$ cat src/rtl/basic_ram.sv
// basic_ram: single-port RAM with synchronous write and asynchronous (combinational) read.
// One shared address bus serves both read and write. A synchronous reset clears every word.
module basic_ram #(
  parameter int unsigned ADDR_WIDTH = 4,
  parameter int unsigned DATA_WIDTH = 8
) (
  input  logic                  clk,
  input  logic                  rst_n,
  input  logic                  we,
  input  logic [ADDR_WIDTH-1:0] addr,
  input  logic [DATA_WIDTH-1:0] in,
  output logic [DATA_WIDTH-1:0] out
);

  localparam int unsigned Depth = 2 ** ADDR_WIDTH;

  logic [DATA_WIDTH-1:0] mem_q [Depth];
  logic [DATA_WIDTH-1:0] mem_d [Depth];

  // Next-state: only the addressed word changes, and only when we is high.
  always_comb begin
    mem_d = mem_q;
    if (we) begin
      mem_d[addr] = in;
    end
  end

  // Storage: reset overrides any write on the same edge.
  always_ff @(posedge clk) begin
    if (!rst_n) begin
      for (int i = 0; i < Depth; i++) begin
        mem_q[i] <= '0;
      end
    end else begin
      mem_q <= mem_d;
    end
  end

  // Read path is a pure mux, so a write becomes visible only after the edge.
  assign out = mem_q[addr];

endmodule

$ cat config.mk
export PLATFORM = sky130hd
export DESIGN_NAME = basic_ram
export DESIGN_NICKNAME = d
export VERILOG_FILES = /design/src/rtl/basic_ram.sv
export SDC_FILE = /design/constraint.sdc
export NUM_CORES = 1
export LEC_CHECK = 0
export CAP_MARGIN = 5
export CORE_ASPECT_RATIO = 0.75
export CORE_UTILIZATION = 55
export DETAILED_ROUTE_END_ITERATION = 8
export PLACE_DENSITY = 0.73
export REMOVE_ABC_BUFFERS = 1
export SETUP_SLACK_MARGIN = 0.02
export SYNTH_ARGS = -nofsm -noshare
export SYNTH_HDL_FRONTEND = slang
export SYNTH_SLANG_ARGS = --single-unit
export TNS_END_PERCENT = 1
$ cat constraint.sdc
create_clock -name clk -period 5.95 [get_ports clk]
set_input_delay 1.785 -clock clk [delete_from_list [all_inputs] [get_ports clk]]
set_output_delay 1.785 -clock clk [all_outputs]
set_load 0.005 [all_outputs]
==> results of run 1 <==
==> metrics by stage <==
step / cells / hold WS [ns] / power (mW)
finish: 807 / 0.475 / 2.17
global route: 807 / 0.496 / 2.22
CTS: 807 / 0.475 / 2.16
detailed placement: 776 / 0.467 / 1.05
global placement: 776 / 0.458 / 1.04
floorplan: 602 / 0.451 / 0.961
==> layout make-up <==
| type | count | area (sq um) | area share [%] |
|---|---|---|---|
| multi-input cells | 472 | 3050 | 45.2 |
| inverters | 2 | 8.76 | 0.130 |
| repair buffers | 38 | 333 | 4.92 |
| clock inverters | 11 | 188 | 2.78 |
| well taps | 136 | 170 | 2.52 |
| flip-flops and latches | 128 | 2560 | 37.9 |
| clock buffers | 20 | 447 | 6.60 |
==> final timing paths <==
check                 start         to  slack (ns)
setup / recovery    addr[3]     out[1]        0.32
hold / removal     mem_q[6]   mem_q[6]        0.48
setup reg to reg  mem_q[89]  mem_q[89]        5.20
hold reg to reg    mem_q[6]   mem_q[6]        0.48
==> routing by layer <==
metal	global-route usage (%)	wire length, um	share of wire (%)
met1	46.3	7560	42
met2	52.7	8610	47
met3	5.49	1620	8.9
met4	12.6	367	2.0
met5	0	0	0
==> tightest hold or removal path, cell delays in order, from the launching register on <==
cell and delay (ns):
dfxtp_1 0.30, o21ai_0 0.06, a21oi_1 0.06
==> cell usage after synthesis <==
cell type  instances  area [sq um]
nand3_1          130           651
a21oi_1          128           641
dfxtp_1          128          2560
o21ai_0          115           576
clkbuf_1          46           173
mux4_2            32           721
buf_2             28           140
a22oi_1           16           120
o21ai_1           13          65.1
buf_6             12           135
nand2_1           10          37.5
nor2b_1            5          31.3
buf_4              4          30.0
and2_1             3          18.8
nand3b_1           3          22.5
and3_2             2          15.0
and3b_2            2          20.0
buf_1              2          7.51
clkbuf_2           2          10.0
inv_1              2          7.51
nand2b_1           2          12.5
and3b_1            1          8.76
and4bb_2           1          12.5
nand4bb_1          1          11.3
nor2_1             1          3.75
nor2_2             1          6.26
nor3b_4            1          18.8
nor4b_4            1          23.8
or2_1              1          6.26
or2b_1             1          7.51
or3b_1             1          8.76
or4b_4             1          13.8
==> cells in the final DEF (no fill, tap or decap) <==
master           netlist  routed
a21oi_1              128     128
a22oi_1               16      16
and2_1                 3       3
and3_2                 2       2
and3b_1                1       1
and3b_2                2       2
and4bb_2               1       1
buf_2                 28       1
buf_4                  4      17
bufinv_16              0       5
clkbuf_1              46       2
clkbuf_16              0      17
clkbuf_8               0       1
clkdlybuf4s50_1        0      20
clkinv_2               0       4
clkinvlp_4             0       3
dfxtp_1              128     128
inv_1                  2       1
mux4_2                32      32
nand2_1               10      10
nand2b_1               2       2
nand3_1              130     130
nand3b_1               3       3
nand4bb_1              1       1
nor2_1                 1       1
nor2_2                 1       1
nor2b_1                5       4
nor2b_2                0       1
nor3b_4                1       1
nor4b_4                1       1
o21ai_0              115     115
o21ai_1               13      13
or2_1                  1       1
or2b_1                 1       1
or3b_1                 1       1
or4b_4                 1       1
==> logic make-up (layout without fill, tap and decap cells) <==
kind of cell / Yosys count / count (layout) / share of synthesized area (%)
compound gates: 272 / 272 / 22.9
buf+inv: 96 / 71 / 8.22
flops: 128 / 128 / 41.9
mux: 32 / 32 / 11.8
simple gates: 168 / 168 / 15.2
==> power breakdown <==
group | total (mW) | leakage (nW) | switching, mW | internal [mW]
combinational | 0.162 | 0.806 | 0.116 | 0.0453
sequential | 0.874 | 1.03 | 0.00572 | 0.868
clock | 1.14 | 0.302 | 0.388 | 0.749
==> run_results.csv, run 1 <==
group,metric,value,unit
floorplanning,start_util,58.1,%
finish,final_cell_area,6760,sq um
global_routing,grt_first_pass_wirelength,28900,um
setup_path,path_cells,"clkdlybuf4s50_1 -> nor2_1 -> a22oi_1 -> nand2_1 -> clkdlybuf4s50_1",
route,num_vias,5556,
synth,ys_seq_area_share,41.9,%
route,viasPerCell,6.88,
setup_path,path_class,"input pin to primary output",
sta,fin_ws,0.323,ns
clock_tree,cts.path.max_buffers,2,
finish,final.fill_count,898,
finish,drive_gt1_share,13.4,%
synth,ys_seq_elements,128,
synth,synthesis.area,6120,sq um
floorplanning,io_pins,23,
clock_tree,clk_latency,0.41,ns
setup_path,critPathSlowestCell,"nor2_1",
global_routing,gr-usage-all-layers,33.5,%
floorplanning,dieArea,11600,sq um
setup_path,critPathRequiredTime,4.16,ns
clock_tree,clk_pin_slew,0.06,ns
global_routing,grt-ovfl-total,0,
sta,rsz0062_at_grt,"no",
clock_tree,cts_tree,"done",
floorplanning,chipWidth,124,um
clock_tree,cts_made_buffers,17,
finish,syn2layout_area_growth,10.6,%
finish,largest_reg_flops,128,
clock_tree,cts_setup_buffers,0,
route,routed_wl,18200,um
setup_path,start_kind,"input pin",
global_routing,grt_max_degree,69,
finish,antenna_cells,0,
finish,nets,674,
synth,yosysWarnings,0,
power,p_leak,2.14,nW
clock_tree,h-tree-depth,4,
route,final_antenna_net_count,0,
placement,post-place-ws,0.410,ns
placement,gp_congestion,0.875,
finish,top_regs,"mem_q: 128 flops",
clock_tree,cts-root-buf,"clkbuf_16",
setup_path,path_max_fanout,8,
route,drtIter0Drc,874,
setup_path,slowest_delay,0.67,ns
route,drc,0,
run,cap_violations,0,
sta,fin_setup_tns,0,ns
finish,final_util,64.2,%
synth,synthCells,696,
min_path,holdPathStages,2,
sta,hold_viol_final,0,
sta,slew_viol_final,0,
finish,top_register,"mem_q",
setup_path,cp_num_buf_inv,2,
clock_tree,cts_resized,0,
sta,tightestPinTransition,1.24,ns
setup_path,arrival,3.84,ns
status,status,"completed",
setup_path,cpLargestDelayFamily,"buffers and inverters",
sta,fin_crit,5.63,ns
min_path,hp-class,"flop to flop",
clock_tree,ctsHoldBuffers,0,
global_routing,grt_pass1_vias,5326,
setup_path,crit_top_cell,"clkdlybuf4s50_1",
floorplanning,dieHeight,93.3,um
sta,fmax,178,MHz
placement,portBuffers,22,
power,ir_drop,0.000220,V
placement,dp_hpwl,10700,um
synth,syn_area_per_cell,8.79,sq um
sta,finalCritPeriodShare,94.6,%
placement,placed_area,6130,sq um
setup_path,end_kind,"primary output",
synth,synth.distinct_cells,32,
route,first_pass_iters,5,
setup_path,r2r_cells,2,
floorplanning,coreArea,10500,sq um
floorplanning,rows,32,
global_routing,antenna_found_initial,0,
setup_path,path_depth,5,
power,power.density,321,nW/um^2
sta,finClkSkew,0,ns
route,wl_per_cell,22.5,um
sta,final-setup-viol-count,0,
sta,maxSlewHeadroom,17.1,%
clock_tree,cts.sinks,128,
No activity file was read; power rests on OpenSTA's default activity.
==> run 2: changes to the inputs <==
CORE_UTILIZATION = 45   (was 55)
PLACE_DENSITY = not set   (was 0.73)
clock period = 6 ns   (was 5.95 ns; I/O delays follow)
==> run 2 against run 1 <==
Net effect: via count fell by 0.67%; non-clock buffer count unchanged; clock power fell by 15%; sequential power is 0.8% lower; sequential share of layout area increased by 0.22 points; clock skew stayed put; count of clock-buffer cells in the layout up 4.
==> run_results.csv, run 2 (same netlist as run 1, synthesis figures left out) <==
group,metric,value,unit
sta,slew_viol_final,0,
status,status,"completed",
setup_path,path_class,"input pin to primary output",
floorplanning,chipWidth,137,um
sta,hold_viol_final,0,
min_path,hp-class,"flop to flop",
global_routing,met1_usage,37.5,%
floorplanning,rows,36,
power,clkPwrFrac,48.4,%
global_routing,grt_busiest_layer,"met2",
sta,final-setup-viol-count,0,
setup_path,end_kind,"primary output",
finish,multi_input_area,3050,sq um
sta,fmax,178,MHz
floorplanning,start_util,46.7,%
sta,fin_crit,5.62,ns
finish,antenna_cells,0,
setup_path,critPathRequiredTime,4.20,ns
route,final_antenna_net_count,0,
route,drtIter0Drc,523,
route,routed_wl,18100,um
run,cap_violations,0,
clock_tree,clk_pin_slew,0.05,ns
placement,dp_hpwl,11200,um
finish,regArea,2560,sq um
power,power_switching,0.489,mW
setup_path,arrival,3.82,ns
finish,final.fill_count,1181,
route,viasPerCell,6.55,
route,wl_per_cell,21.5,um
power,intPower,1.50,mW
finish,top_register,"mem_q",
finish,top_regs,"mem_q: 128 flops",
finish,largest_reg_flops,128,
finish,layout_common_cells,"nand3_1 (130), a21oi_1 (128), dfxtp_1 (128), o21ai_0 (115), mux4_2 (32)",
finish,drive_gt1_share,13.0,%
placement,portBuffers,22,
clock_tree,cts.sinks,128,
clock_tree,cts-root-buf,"clkbuf_16",
global_routing,use_met3,6.49,%
finish,nets,674,
power,sw_frac_of_total,24.6,%
global_routing,grt_util_met2,42.4,%
sta,finClkSkew,0,ns
floorplanning,coreArea,13100,sq um
clock_tree,cts_made_buffers,17,
global_routing,grt_pass1_vias,5150,
clock_tree,cts.path.max_buffers,2,
global_routing,grt_first_pass_wirelength,28700,um
setup_path,path_max_fanout,8,
finish,final_common_cell,"nand3_1",
clock_tree,ctsHoldBuffers,0,
route,drc,0,
clock_tree,clk_latency,0.42,ns
route,first_pass_iters,6,
sta,fin_setup_tns,0,ns
power,ir_drop,0.000197,V
sta,rsz0062_at_grt,"no",
setup_path,start_kind,"input pin",
power,power_frac_seq,43.5,%
power,power.density,296,nW/um^2
sta,maxSlewHeadroom,15.3,%
sta,tightestPinTransition,1.27,ns
sta,finalCritPeriodShare,93.7,%
clock_tree,h-tree-depth,4,
global_routing,grt_max_degree,106,
clock_tree,cts_setup_buffers,0,
global_routing,gr-usage-all-layers,27.4,%
power,combPwrFrac,8.1,%
floorplanning,dieArea,14100,sq um
route,num_vias,5519,
clock_tree,cts_tree,"done",
floorplanning,dieHeight,103,um
floorplanning,io_pins,23,
power,p_leak,2.12,nW
placement,gp_congestion,0.844,
finish,syn2layout_area_growth,9.92,%
power,p_total,1.99,mW
global_routing,grt-ovfl-total,0,
global_routing,antenna_found_initial,0,
clock_tree,cts_resized,0,
## run 2: changes by cell type in the layout (fill, tap and decap cells not counted), sizes merged
cell	change
clkbuf	+4
clkinv	+3
bufinv	-4
clkinvlp	-3
## run 2: power groups by stage
stage | logic, mW | registers, mW | clock network, mW
after global routing | 0.171 | 0.868 | 1.01
after detailed placement | 0.157 | 0.885 | 0
after global placement | 0.153 | 0.885 | 0
final | 0.160 | 0.867 | 0.964
after floorplan | 0.0704 | 0.883 | 0
after CTS | 0.157 | 0.867 | 0.971
## run 2: area by class of cell
cell class / count / area share (%)
Tap cell: 171 / 3.18
Sequential cell: 128 / 38.1
Inverter: 2 / 0.130
Multi-Input combinational cell: 472 / 45.4
Clock buffer: 24 / 7.16
Clock inverter: 7 / 0.893
Timing Repair Buffer: 38 / 5.14
## run 2: metrics by stage
stage / setup WS [ns] / instance area [sq um] / utilization (%) / hold WS [ns] / instances
after floorplan: 1.68 / 5620 / - / 0.451 / 602
after global placement: 0.481 / 6180 / 47.2 / 0.458 / 811
after detailed placement: 0.414 / 6180 / 47.2 / 0.465 / 811
after CTS: 0.405 / 6720 / 51.3 / 0.472 / 842
after global routing: 0.264 / 6720 / 51.3 / 0.492 / 842
final: 0.379 / 6720 / 51.3 / 0.472 / 842
## run 2: worst paths after layout
check                           cells after the start  slack (ns)         to      start
worst max register to register                      2        5.29  mem_q[89]  mem_q[89]
worst min-delay path                                2        0.47   mem_q[4]   mem_q[4]
worst min register to register                      2        0.47   mem_q[4]   mem_q[4]
worst max-delay path                                5        0.38     out[1]    addr[2]
## run 2: worst max-delay path, stage by stage
cell	delay, ns
clkdlybuf4s50_1	0.51
nor2_1	0.63
a22oi_1	0.21
nand2_1	0.15
clkdlybuf4s50_1	0.51
## run 2: per-layer routing
metal  share of wire (%)  wire, um  vias to the layer above
met3                 9.1      1650                       22
met5                   0         0                        -
met1                  44      7940                     2767
met4                 1.4       253                        0
met2                  46      8220                      252
li1                    -         -                     2478
